**src/rtl/hazard_ctrl_pkg.sv**
```systemverilog
// Shared types and constants for the pipeline stall/flush controller.
package hazard_ctrl_pkg;

  localparam int REG_W_DEF = 5;
  localparam int CNT_W_DEF = 32;

  typedef logic [REG_W_DEF-1:0] regbits_t;

  typedef logic [1:0] hazard_state_t;
  localparam hazard_state_t RUN    = 2'd0;
  localparam hazard_state_t DRAIN  = 2'd1;
  localparam hazard_state_t HALTED = 2'd2;

endpackage

```
**src/rtl/hazard_ctrl_if.sv**
```systemverilog
// Hazard inputs from the datapath and pipeline-register controls back to it.
interface hazard_ctrl_if
  import hazard_ctrl_pkg::*;
#(
  parameter int CNT_W = CNT_W_DEF
) ();

  logic             ihit;
  logic             dhit;
  logic             ex_mem_read;
  regbits_t         ex_wsel;
  regbits_t         de_rsel1;
  regbits_t         de_rsel2;
  logic             de_use1;
  logic             de_use2;
  logic             redirect;
  logic             mem_dreq;
  logic             mem_halt;

  logic             pc_en;
  logic             ifde_en;
  logic             ifde_flush;
  logic             deex_en;
  logic             deex_flush;
  logic             exmem_en;
  logic             exmem_flush;
  logic             memwb_en;
  logic             halt;
  logic [CNT_W-1:0] stall_cnt;
  logic [CNT_W-1:0] flush_cnt;

  modport slave (
    input  ihit, dhit, ex_mem_read, ex_wsel, de_rsel1, de_rsel2,
           de_use1, de_use2, redirect, mem_dreq, mem_halt,
    output pc_en, ifde_en, ifde_flush, deex_en, deex_flush,
           exmem_en, exmem_flush, memwb_en, halt, stall_cnt, flush_cnt
  );

  modport master (
    output ihit, dhit, ex_mem_read, ex_wsel, de_rsel1, de_rsel2,
           de_use1, de_use2, redirect, mem_dreq, mem_halt,
    input  pc_en, ifde_en, ifde_flush, deex_en, deex_flush,
           exmem_en, exmem_flush, memwb_en, halt, stall_cnt, flush_cnt
  );

endinterface

```
**src/rtl/hazard_ctrl_sat_counter.sv**
```systemverilog
// Up-counter that sticks at all-ones instead of wrapping.
module hazard_ctrl_sat_counter #(
  parameter int W = 32
) (
  input  logic         clk,
  input  logic         rst_n,
  input  logic         inc,
  input  logic         clear,
  output logic [W-1:0] count
);

  logic [W-1:0] count_q, count_d;

  always_comb begin
    count_d = count_q;
    if (clear)
      count_d = '0;
    else if (inc && (count_q != '1))
      count_d = count_q + 1'b1;
  end

  always_ff @(posedge clk or negedge rst_n) begin
    if (!rst_n)
      count_q <= '0;
    else
      count_q <= count_d;
  end

  assign count = count_q;

endmodule

```
**src/rtl/hazard_ctrl.sv**
```systemverilog
// Stall/flush arbitration for the 5-stage pipeline, halt-drain FSM and perf counters.
module hazard_ctrl
  import hazard_ctrl_pkg::*;
#(
  parameter int CNT_W = CNT_W_DEF,
  parameter int REG_W = REG_W_DEF
) (
  input  logic       CLK,
  input  logic       nRST,
  hazard_ctrl_if.slave hif
);

  hazard_state_t    state_q, state_d;
  logic             halt_q, halt_d;
  logic             memwait, loaduse;
  logic             stall_inc, flush_inc;
  logic             pc_en, ifde_en, ifde_flush, deex_en, deex_flush;
  logic             exmem_en, exmem_flush, memwb_en;
  logic [REG_W-1:0] wsel, rs1, rs2;
  logic [CNT_W-1:0] stall_cnt, flush_cnt;

  assign wsel = hif.ex_wsel;
  assign rs1  = hif.de_rsel1;
  assign rs2  = hif.de_rsel2;

  always_comb begin
    memwait = hif.mem_dreq & ~hif.dhit;
    // x0 is never a real producer, so it cannot create a load-use dependency.
    loaduse = hif.ex_mem_read & (wsel != '0) &
              ((hif.de_use1 & (rs1 == wsel)) | (hif.de_use2 & (rs2 == wsel)));

    pc_en       = 1'b0;
    ifde_en     = 1'b0;
    ifde_flush  = 1'b0;
    deex_en     = 1'b0;
    deex_flush  = 1'b0;
    exmem_en    = 1'b0;
    exmem_flush = 1'b0;
    memwb_en    = 1'b0;
    state_d     = state_q;
    halt_d      = halt_q;
    stall_inc   = 1'b0;
    flush_inc   = 1'b0;

    case (state_q)
      RUN: begin
        if (!memwait) begin
          // Redirect outranks younger hazards: they sit on the wrong path.
          if (hif.redirect) begin
            pc_en      = 1'b1;
            ifde_flush = 1'b1;
            deex_flush = 1'b1;
            exmem_en   = 1'b1;
            memwb_en   = 1'b1;
          end else if (loaduse) begin
            deex_flush = 1'b1;
            exmem_en   = 1'b1;
            memwb_en   = 1'b1;
          end else if (!hif.ihit) begin
            ifde_flush = 1'b1;
            deex_en    = 1'b1;
            exmem_en   = 1'b1;
            memwb_en   = 1'b1;
          end else begin
            pc_en    = 1'b1;
            ifde_en  = 1'b1;
            deex_en  = 1'b1;
            exmem_en = 1'b1;
            memwb_en = 1'b1;
          end
          if (hif.mem_halt)
            state_d = DRAIN;
        end
        stall_inc = ~pc_en;
        flush_inc = ~memwait & hif.redirect;
      end
      DRAIN: begin
        ifde_flush  = 1'b1;
        deex_flush  = 1'b1;
        exmem_flush = 1'b1;
        memwb_en    = 1'b1;
        state_d     = HALTED;
        halt_d      = 1'b1;
      end
      HALTED: ;
      default: state_d = RUN;
    endcase
  end

  always_ff @(posedge CLK or negedge nRST) begin
    if (!nRST) begin
      state_q <= RUN;
      halt_q  <= 1'b0;
    end else begin
      state_q <= state_d;
      halt_q  <= halt_d;
    end
  end

  hazard_ctrl_sat_counter #(.W(CNT_W)) u_stall_cnt (
    .clk   (CLK),
    .rst_n (nRST),
    .inc   (stall_inc),
    .clear (1'b0),
    .count (stall_cnt)
  );

  hazard_ctrl_sat_counter #(.W(CNT_W)) u_flush_cnt (
    .clk   (CLK),
    .rst_n (nRST),
    .inc   (flush_inc),
    .clear (1'b0),
    .count (flush_cnt)
  );

  assign hif.pc_en       = pc_en;
  assign hif.ifde_en     = ifde_en;
  assign hif.ifde_flush  = ifde_flush;
  assign hif.deex_en     = deex_en;
  assign hif.deex_flush  = deex_flush;
  assign hif.exmem_en    = exmem_en;
  assign hif.exmem_flush = exmem_flush;
  assign hif.memwb_en    = memwb_en;
  assign hif.halt        = halt_q;
  assign hif.stall_cnt   = stall_cnt;
  assign hif.flush_cnt   = flush_cnt;

endmodule

```
**src/flat_wrapper.sv**
```systemverilog
// flat-port wrapper written by rule: the top's interface ports become plain ports
module hazard_ctrl_flat import hazard_ctrl_pkg::*;
#(
  parameter int CNT_W = CNT_W_DEF,
  parameter int REG_W = REG_W_DEF
)
  (CLK, nRST, hif_ihit, hif_dhit, hif_ex_mem_read, hif_ex_wsel, hif_de_rsel1, hif_de_rsel2, hif_de_use1, hif_de_use2, hif_redirect, hif_mem_dreq, hif_mem_halt, hif_pc_en, hif_ifde_en, hif_ifde_flush, hif_deex_en, hif_deex_flush, hif_exmem_en, hif_exmem_flush, hif_memwb_en, hif_halt, hif_stall_cnt, hif_flush_cnt);
  hazard_ctrl_if #(.CNT_W(CNT_W)) hif_i ();
  input  logic CLK;
  input  logic nRST;
  input wire logic [$bits(hif_i.ihit)-1:0] hif_ihit;
  input wire logic [$bits(hif_i.dhit)-1:0] hif_dhit;
  input wire logic [$bits(hif_i.ex_mem_read)-1:0] hif_ex_mem_read;
  input wire logic [$bits(hif_i.ex_wsel)-1:0] hif_ex_wsel;
  input wire logic [$bits(hif_i.de_rsel1)-1:0] hif_de_rsel1;
  input wire logic [$bits(hif_i.de_rsel2)-1:0] hif_de_rsel2;
  input wire logic [$bits(hif_i.de_use1)-1:0] hif_de_use1;
  input wire logic [$bits(hif_i.de_use2)-1:0] hif_de_use2;
  input wire logic [$bits(hif_i.redirect)-1:0] hif_redirect;
  input wire logic [$bits(hif_i.mem_dreq)-1:0] hif_mem_dreq;
  input wire logic [$bits(hif_i.mem_halt)-1:0] hif_mem_halt;
  output wire logic [$bits(hif_i.pc_en)-1:0] hif_pc_en;
  output wire logic [$bits(hif_i.ifde_en)-1:0] hif_ifde_en;
  output wire logic [$bits(hif_i.ifde_flush)-1:0] hif_ifde_flush;
  output wire logic [$bits(hif_i.deex_en)-1:0] hif_deex_en;
  output wire logic [$bits(hif_i.deex_flush)-1:0] hif_deex_flush;
  output wire logic [$bits(hif_i.exmem_en)-1:0] hif_exmem_en;
  output wire logic [$bits(hif_i.exmem_flush)-1:0] hif_exmem_flush;
  output wire logic [$bits(hif_i.memwb_en)-1:0] hif_memwb_en;
  output wire logic [$bits(hif_i.halt)-1:0] hif_halt;
  output wire logic [$bits(hif_i.stall_cnt)-1:0] hif_stall_cnt;
  output wire logic [$bits(hif_i.flush_cnt)-1:0] hif_flush_cnt;
  assign hif_i.ihit = hif_ihit;
  assign hif_i.dhit = hif_dhit;
  assign hif_i.ex_mem_read = hif_ex_mem_read;
  assign hif_i.ex_wsel = hif_ex_wsel;
  assign hif_i.de_rsel1 = hif_de_rsel1;
  assign hif_i.de_rsel2 = hif_de_rsel2;
  assign hif_i.de_use1 = hif_de_use1;
  assign hif_i.de_use2 = hif_de_use2;
  assign hif_i.redirect = hif_redirect;
  assign hif_i.mem_dreq = hif_mem_dreq;
  assign hif_i.mem_halt = hif_mem_halt;
  assign hif_pc_en = hif_i.pc_en;
  assign hif_ifde_en = hif_i.ifde_en;
  assign hif_ifde_flush = hif_i.ifde_flush;
  assign hif_deex_en = hif_i.deex_en;
  assign hif_deex_flush = hif_i.deex_flush;
  assign hif_exmem_en = hif_i.exmem_en;
  assign hif_exmem_flush = hif_i.exmem_flush;
  assign hif_memwb_en = hif_i.memwb_en;
  assign hif_halt = hif_i.halt;
  assign hif_stall_cnt = hif_i.stall_cnt;
  assign hif_flush_cnt = hif_i.flush_cnt;
  hazard_ctrl #(.CNT_W(CNT_W), .REG_W(REG_W)) u_core (.CLK(CLK), .nRST(nRST), .hif(hif_i));
endmodule
```
**config.mk**
```make
export PLATFORM = sky130hd
export DESIGN_NAME = hazard_ctrl_flat
export DESIGN_NICKNAME = d
export VERILOG_FILES = /design/src/rtl/hazard_ctrl_pkg.sv /design/src/rtl/hazard_ctrl_if.sv /design/src/rtl/hazard_ctrl_sat_counter.sv /design/src/rtl/hazard_ctrl.sv /design/src/flat_wrapper.sv
export SDC_FILE = /design/constraint.sdc
export NUM_CORES = 1
export LEC_CHECK = 0
export ABC_AREA = 1
export CORE_MARGIN = 4
export CORE_UTILIZATION = 57
export CTS_BUF_LIST = sky130_fd_sc_hd__clkbuf_16
export DETAILED_ROUTE_END_ITERATION = 6
export MAX_ROUTING_LAYER = met4
export PLACE_DENSITY = 0.86
export SYNTH_ARGS = -nofsm -noshare
export SYNTH_HDL_FRONTEND = slang
export SYNTH_HIERARCHICAL = 1
export SYNTH_SLANG_ARGS = --single-unit
```
**constraint.sdc**
```tcl
create_clock -name CLK -period 3 [get_ports CLK]
set_input_delay 0.6 -clock CLK [delete_from_list [all_inputs] [get_ports CLK]]
set_output_delay 0.6 -clock CLK [all_outputs]
set_load 0.1 [all_outputs]
```
# Word-level counts from Yosys, hierarchy flattened
# Index checks and enable logic that the tools add are counted.
[op_classes]
add_sub_neg = 2
n_eq_ne = 8
muxes = 31
bitwise = 11
n_reduce_logical = 5
[ops]
columns = ["op", "n"]
rows = [
  ["adder 32 x 1 -> 32 bit (second input constant)", 2],
  ["!= test 32 bit (second input constant)", 2],
  ["two-way mux 1 bit", 25],
  ["equality test 5 bit", 2],
  ["AND 1 bit", 6],
  ["case mux 1 bit (2 select lines)", 3],
  ["case mux 2 bit (3 select lines)", 1],
  ["nonzero test 5 bit", 1],
  ["two-way mux 2 bit", 2],
  ["!= test 2 bit (second input constant)", 2],
  ["NOT 1 bit", 4],
  ["AND reduction 3 bit", 1],
  ["equality test 2 x 1 -> 1 bit (second input constant)", 1],
  ["equality test 2 bit (second input constant)", 1],
  ["logical AND 1 bit", 2],
  ["zero test 2 bit", 1],
  ["bitwise OR 1 bit", 1],
]
[totals]
ff_bits = 67
word_cells = 61

# Logic depth before layout (Yosys ltp)
# Gate-level depths: netlist of run 1.
[logic_depth]
word_depth = 11
depth_mapped = 16

# Cells and area by module
# The synthesis of run 1 kept the hierarchy.
[by_module_without_submodules]
columns = ["module", "n_inst", "cells_each", "area_per_inst_um2", "seq_area_each_um2"]
rows = [
  ["hazard_ctrl_sat_counter (u_core.u_stall_cnt)", 1, 346, 2322.2, 800.8],
  ["hazard_ctrl_sat_counter (u_core.u_flush_cnt)", 1, 345, 2243.4, 800.8],
  ["hazard_ctrl", 1, 92, 440.4, 75.1],
]

# Worst setup path after synthesis of run 1
# Ideal clock, no wire load.
[synth_timing]
kind = "input-to-output"
start = "in hif_mem_dreq"
end = "out hif_ifde_en"
arrival_ns = 3.818
setup_slack_ns = -1.418
cell_stages = 5
n_path_buf = 0
path_cell_list = "inv_1 -> nor2_1 -> nor2_2 -> inv_2 -> nor3_1"
[synth_via]
elab_chain_len = 3
[synth_lines]
columns = ["element", "line", "source"]
rows = [
  ["from (decl)", "flat_wrapper.sv:20", "input wire logic [$bits(hif_i.mem_dreq)-1:0] hif_mem_dreq;"],
  ["AND 1 bit", "hazard_ctrl.sv:27", "memwait = hif.mem_dreq & ~hif.dhit;"],
  ["two-way mux 1 bit", "hazard_ctrl.sv:47", "if (!memwait) begin"],
  ["two-way mux 1 bit", "hazard_ctrl.sv:45", "case (state_q)"],
  ["to (decl)", "flat_wrapper.sv:23", "output wire logic [$bits(hif_i.ifde_en)-1:0] hif_ifde_en;"],
]
# No other way between the ends.

# Final worst setup path of run 1
[layout_timing]
start = "in hif_ex_wsel[2]"
end = "out hif_deex_flush"
[layout_via]
elab_chain_len = 8
word_cells_on_any_way = 12
classes_between = "2 x eq/ne; 4 x mux; 5 x bitwise; 1 x reduce/logical"
[layout_lines]
columns = ["element", "line", "source"]
rows = [
  ["from (decl)", "flat_wrapper.sv:14", "input wire logic [$bits(hif_i.ex_wsel)-1:0] hif_ex_wsel;"],
  ["equality test 5 bit", "hazard_ctrl.sv:30", "((hif.de_use1 & (rs1 == wsel)) | (hif.de_use2 & (rs2 == wsel)));"],
  ["AND 1 bit", "hazard_ctrl.sv:30", ""],
  ["bitwise OR 1 bit", "hazard_ctrl.sv:30", ""],
  ["AND 1 bit (*)", "hazard_ctrl.sv:29", "loaduse = hif.ex_mem_read & (wsel != '0) &"],
  ["two-way mux 1 bit (*)", "hazard_ctrl.sv:55", "end else if (loaduse) begin"],
  ["two-way mux 1 bit (*)", "hazard_ctrl.sv:49", "if (hif.redirect) begin"],
  ["two-way mux 1 bit (*)", "hazard_ctrl.sv:47", ""],
  ["case mux 1 bit (2 select lines) (*)", "hazard_ctrl.sv:45", ""],
  ["to (decl)", "flat_wrapper.sv:26", "output wire logic [$bits(hif_i.deex_flush)-1:0] hif_deex_flush;"],
]
# Every way passes the cells marked *; elsewhere a longest branch is shown, timed or not.

==> results of run 1 <==
-- per-layer routing --
metal / vias up / part of all wire, % / track usage [%]
li1: 2645 / - / -
met1: 2472 / 42 / 38.51
met2: 274 / 46 / 44.27
met3: 27 / 10 / 4.339
met4: 0 / 1.8 / 8.691
met5: - / 0 / -
-- cell type report --
class	instances	area [um2]	share of cell area, %
Multi-Input combinational cell	624	2954	46.86
Sequential cell	67	1677	26.60
Timing Repair Buffer	102	920.9	14.61
Inverter	85	327.8	5.200
Clock buffer	9	225.2	3.573
Tap cell	105	131.4	2.084
Clock inverter	7	67.56	1.072
-- worst paths after layout --
check / end / slack [ps] / from / cells after the start
max in group asynchronous: u_core/u_stall_cnt/count[6]$_DFFE_PN0P_ / 1990 / nRST / 2
min in group CLK: u_core/state_q[0]$_DFFE_PN0P_ / 470 / u_core/state_q[0]$_DFFE_PN0P_ / 1
worst min-delay path: u_core/u_stall_cnt/count[19]$_DFFE_PN0P_ / 340 / nRST / 1
worst max-delay path: hif_deex_flush / 240 / hif_ex_wsel[2] / 10
worst max register to register: u_core/u_flush_cnt/count[14]$_DFFE_PN0P_ / 910 / u_core/state_q[1]$_DFFE_PN0P_ / 10
worst min register to register: u_core/state_q[0]$_DFFE_PN0P_ / 470 / u_core/state_q[0]$_DFFE_PN0P_ / 1
-- cells in the mapped netlist --
cell type	number	area, um2
nand2_1	297	1115
nor2_1	115	431.7
inv_1	78	292.8
nand3_1	70	350.3
dfrtp_1	67	1677
nand4_1	18	112.6
nand2_2	17	106.4
o21ai_1	15	75.07
o21ai_0	14	70.07
xor2_1	12	105.1
a21oi_1	10	50.05
nor2_2	10	62.56
xnor2_1	7	61.31
buf_6	6	67.56
nor2_4	6	67.56
clkbuf_1	5	18.77
inv_2	5	18.77
nand2_4	5	56.30
ha_1	3	37.54
nand2_8	3	60.06
a22oi_1	2	15.01
nand3b_1	2	15.01
nor2_8	2	40.04
o21bai_1	2	15.01
or2_2	2	12.51
a21oi_2	1	8.760
buf_1	1	3.750
buf_12	1	20.02
buf_2	1	5.000
buf_4	1	7.510
clkinv_1	1	3.750
clkinv_4	1	8.760
conb_1	1	3.750
nor3_1	1	5.000
nor4_1	1	6.260
-- per-stage QoR --
step	instances	util, %	power (uW)
CTS	999	75.16	2966
global placement	983	71.67	1904
global route	999	75.21	3065
floorplan	791	-	1637
detailed placement	983	71.67	1920
finish	999	75.21	2954
-- sequential cells by signal (all words and copies together) (netlist names) --
| register | cells |
|---|---|
| u_core/hif.halt | 1 |
| u_core/state_q | 2 |
| u_core/u_flush_cnt/count | 32 |
| u_core/u_stall_cnt/count | 32 |
-- power groups by stage --
stage	logic, uW	clock network [uW]	registers (uW)
after floorplan	602	0	1040
after global placement	935	0	969
after detailed placement	951	0	970
after CTS	955	1060	955
after global routing	1010	1090	958
final	964	1040	954
-- critical path: cells and delay by family --
kind / cells / cell delay [ps]
AO/OA/AOI/OAI: 2 / 350
buffers and inverters: 5 / 900
AND/OR/NAND/NOR: 3 / 310
-- cells by family after synthesis --
family / after synthesis / share of synthesized area (%)
AND/OR/NAND/NOR: 549 / 48.76
XOR/XNOR: 19 / 3.324
other: 1 / 0.07491
AO/OA/AOI/OAI: 44 / 4.674
buffers and inverters: 100 / 8.923
adder cells (fa/ha/maj): 3 / 0.7499
flip-flops: 67 / 33.49
==> impl_results.md, run 1 <==
- Post-DP HPWL: around 10 mm
- Max Slew Vio Count: 0
- Final worst-path cycle share: 92.08%
- Max frequency: 362.0 MHz
- WS Path Type: in2out
- Die Width: slightly above 100 um
- H-tree levels: 3
- Post-route cell area: between 6000 and 7000 um2
- Outcome: finished clean
- Skew-Pair Late Insertion Delay: 330 ps
- CP Max Fanout: 4
- Comb pwr share: between 30% and 40%
- Final Wtd Congestion: ~0.96
- Dpl ws: 118.3 ps
- DRT iter0 DRCs: between 400 and 500
- Commonest non-fill, non-tap cell in the layout: nand2_1
- Reg power frac: about 32%
- Internal Power: around 1800 uW
- Most used cell along the critical path: inv_1
- Max Root-Sink Buffers: 2
- TritonCTS clock tree: done
- Most frequent cells in the layout: nand2_1 (296), nor2_1 (113), inv_1 (78)
- Final setup skew: 10.60 ps
- CTS Buf Count: 9
- WHS: 344.2 ps
- Port Buffer Count: 97
- Via count: around 5400
- Final setup fails: 0
- CTS sink count: 67
- Initial Utilization: 59.73%
- Placed inst area: around 6000 um2
- Final wirelength: ~14 mm
- Worst setup EP type: output pin
- Nets: 917
- Net Sw Frac: 37.55%
- Netlist cell types: 35
- Type of the most critical hold path: in2async
- Critical Path Max Stage Delay: ~420 ps
- Antenna diodes: 0
- Initial antenna violation count: 0
- Mapped Area: 5006 um2
- Reg clk slew, reported paths: 60 ps
- Startpoint Class: primary input
- Clk network pwr share: 35.1%
- Post-synthesis sequential area ratio: 33.49%
- Cts repair resizes: 0
- Layout cells sized above 1: 17.11%
- Largest net degree at the start of global routing: 37
- First-pass GRT wire length: roughly 23 mm
- Post-route antenna net violation count: 0
- Critical-path top delay cell: clkdlybuf4s50_1
- Total track usage: ~28%
- Setup Buffers After CTS: 0
- Filler cells: approximately 660
- Number of global-route vias before repair: approximately 4900
- Drt wl/cell: between 10 and 15 um
- #FFs+latches synth: 67
- Cell Rows: 33
- Die ar.: just over 10000 um2
- Fin crit period: around 2800 ps
- Worst vdd ir: approximately 0.73 mV
- Leakage: approximately 0.003 uW
- Top-Level Pins: 98
- Syn Inst Count: around 800
- Die height: 101.7 um
- Hold buffer count at CTS: 0
- TritonRoute pass-1 iters: 7
- Pwr/cell area: ~470 nW/um2
- Avg Inst Size Synth: 6.393 um2
- Critical Path AT: 2160 ps
- P&R area growth vs syn: 25.92%
- Fin worst setup slack: between 200 and 250 ps
- Remaining global-route overflow: 0
- Core area: roughly 8400 um2
- Setup TNS: 0 ps
- WP data required: between 2000 and 2500 ps
- RSZ-0062 raised after global routing: no
- NetSw: ~1100 uW
- Max Cap Viol: 0
- Max-slew headroom: about 49%
- Crit path cell chain: clkdlybuf4s50_1 -> inv_1 -> nand4_1 -> o21ai_0 -> inv_1 -> nand2_2 -> nand2_1 -> o21ai_2 -> clkinvlp_4 -> buf_12
- Clock root buffer: clkbuf_16
- Vias per inst: ~5.4
- Ys Warns: 6
- Hold Fails Final Rpt: 0
- Residual DRC: 0
- Pin slew with the least headroom to its limit: roughly 770 ps
Note: power is estimated with default switching activity, not from simulation.
==> run 2: changes to the inputs <==
- CORE_UTILIZATION: 57 -> 53
- CTS_CLUSTER_DIAMETER: unset -> 50
- GPL_ROUTABILITY_DRIVEN: unset -> 0
- PLACE_DENSITY: 0.86 -> 0.81
- clock period: 3 -> 3.15 ns (I/O delays scaled with it)
==> impl_results.md, run 2 (synthesis results as in run 1) <==
- Outcome: finished clean (unchanged)
- TritonCTS clock tree: done (unchanged)
- Max-slew headroom: 64.22% (was 48.62%)
- Final worst-path cycle share: between 90 and 100%
- WS Path Type: in2out (unchanged)
- Initial antenna violation count: 0 (unchanged)
- Core area: 9196 um2 (was 8382 um2)
- CP Max Fanout: 4 (unchanged)
- Fin crit period: between 2000 and 3000 ps
- CP bufs+invs: 5 (unchanged)
- Die Width: 105.2 um (was 101.7 um)
- Clock root buffer: clkbuf_16 (unchanged)
- Port Buffer Count: 97 (unchanged)
- Antenna diodes: 0 (unchanged)
- Hold Fails Final Rpt: 0 (unchanged)
- Dpl ws: 212.3 ps (was 118.3 ps)
- P&R area growth vs syn: 25.09% (was 25.92%)
- Remaining global-route overflow: 0 (unchanged)
- Worst setup EP type: output pin (unchanged)
- RSZ-0062 raised after global routing: no (unchanged)
- Pin slew with the least headroom to its limit: 534.7 ps (was 770.7 ps)
- Commonest non-fill, non-tap cell in the layout: nand2_1 (unchanged)
- Hold buffer count at CTS: 0 (unchanged)
- Max Root-Sink Buffers: 2 (unchanged)
- H-tree levels: 3 (unchanged)
- Final setup fails: 0 (unchanged)
- Initial Utilization: 54.44% (was 59.73%)
- CTS Buf Count: 9 (unchanged)
- CP delay by family, top: buffers and inverters (unchanged)
- Critical Path AT: 2360 ps (was 2160 ps)
- Type of the most critical hold path: in2async (unchanged)
- Final wirelength: 14.08 mm (was 13.85 mm)
- Worst reg2reg path depth: 11 (was 10)
- TritonRoute pass-1 iters: 5 (was 7)
- DRT iter0 DRCs: 427 (was 483)
- Largest net degree at the start of global routing: 68 (was 37)
- First-pass GRT wire length: 23.69 mm (was 23.17 mm)
- Max Slew Vio Count: 0 (unchanged)
- Final setup skew: 9.009 ps (was 10.60 ps)
- Most frequent cells in the layout: nand2_1 (296), nor2_1 (113), inv_1 (79) (was nand2_1 (296), nor2_1 (113), inv_1 (78))
- Drt wl/cell: 14.03 um (was 13.86 um)
- Die height: 105.2 um (was 101.7 um)
- Residual DRC: 0 (unchanged)
- WP data required: 2520 ps (was 2400 ps)
- Skew-Pair Late Insertion Delay: 320 ps (was 330 ps)
- Cts repair resizes: 0 (unchanged)
- Post-DP HPWL: 10.26 mm (was 10.31 mm)
- Most used cell along the critical path: inv_1 (unchanged)
- Worst vdd ir: 0.4399 mV (was 0.7350 mV)
- Max Cap Viol: 0 (unchanged)
- Layout cells sized above 1: 16.59% (was 17.11%)
- Final core utilization: 68.10% (was 75.21%)
- Crit path cell chain: clkdlybuf4s50_1 -> inv_1 -> nand4_1 -> o21ai_0 -> inv_1 -> nand2_2 -> nand2_1 -> o21ai_1 -> clkinvlp_4 -> buf_12 (was clkdlybuf4s50_1 -> inv_1 -> nand4_1 -> o21ai_0 -> inv_1 -> nand2_2 -> nand2_1 -> o21ai_2 -> clkinvlp_4 -> buf_12)
- Fin worst setup slack: 161.9 ps (was 237.5 ps)
- Pwr/cell area: 438.4 nW/um2 (was 468.6 nW/um2)
- Number of global-route vias before repair: 5222 (was 4943)
- Cell Rows: 35 (was 33)
- Total track usage: 26.38% (was 28.48%)
- Critical-path top delay cell: clkdlybuf4s50_1 (unchanged)
- CTS sink count: 67 (unchanged)
- Startpoint Class: primary input (unchanged)
- Top-Level Pins: 98 (unchanged)
- Leakage: 0.003039 uW (was 0.003052 uW)
- Vias per inst: 5.432 (was 5.423)
- Setup Buffers After CTS: 0 (unchanged)
- Critical path depth in cells: 10 (unchanged)
- Die ar.: 11060 um2 (was 10350 um2)
- Reg clk slew, reported paths: 60 ps (about the same)
- Via count: 5448 (was 5418)
- Nets: 916 (was 917)
- Max frequency: 334.7 MHz
- Post-route antenna net violation count: 0 (unchanged)
- Critical Path Max Stage Delay: 430 ps (was 420 ps)
## run 2: power by group
group / leakage [uW] / switching, uW / internal (uW)
combinational: 0.00197 / 642 / 244
clock: 0.000143 / 357 / 595
sequential: 0.000927 / 27.1 / 880
## run 2: routing by layer
layer	wire length (um)	vias up	global-route usage (%)
met5	0	-	-
met4	221	0	9.372
met3	1309	27	5.621
met2	6568	250	41.89
met1	5976	2523	33.29
li1	-	2648	-
## run 2: final cells by class
| type | instances | area [um2] |
|---|---|---|
| clock buffers | 9 | 225.2 |
| multi-input cells | 624 | 2943 |
| flip-flops and latches | 67 | 1677 |
| repair buffers | 101 | 900.9 |
| fillers | 823 | 2934 |
| clock inverters | 6 | 50.05 |
| inverters | 85 | 327.8 |
| well taps | 111 | 138.9 |
## run 2: path summary, 6_finish.rpt
check	from	endpoint	slack, ps
hold / removal	nRST	u_core/u_stall_cnt/count[20]$_DFFE_PN0P_	310
max in group asynchronous	nRST	u_core/u_stall_cnt/count[4]$_DFFE_PN0P_	2510
min in group CLK	u_core/state_q[0]$_DFFE_PN0P_	u_core/state_q[0]$_DFFE_PN0P_	470
hold reg to reg	u_core/state_q[0]$_DFFE_PN0P_	u_core/state_q[0]$_DFFE_PN0P_	470
setup / recovery	hif_ex_wsel[3]	hif_deex_flush	160
setup reg to reg	u_core/u_flush_cnt/count[1]$_DFFE_PN0P_	u_core/u_flush_cnt/count[10]$_DFFE_PN0P_	1010
## run 2: metrics by stage
step / cells / total power (uW) / TNS [ps] / hold WS (ps) / cell area, um2
2_1_floorplan: 791 / 1549 / -149.0 / 334.4 / 5070
4_1_cts: 1003 / 2753 / 0 / 337.7 / 6262
3_5_place_dp: 988 / 1801 / 0 / 457.8 / 5987
3_3_place_gp: 988 / 1791 / 0 / 456.4 / 5987
6_report: 1003 / 2745 / 0 / 309.5 / 6262
5_1_grt: 1003 / 2851 / 0 / 359.8 / 6262
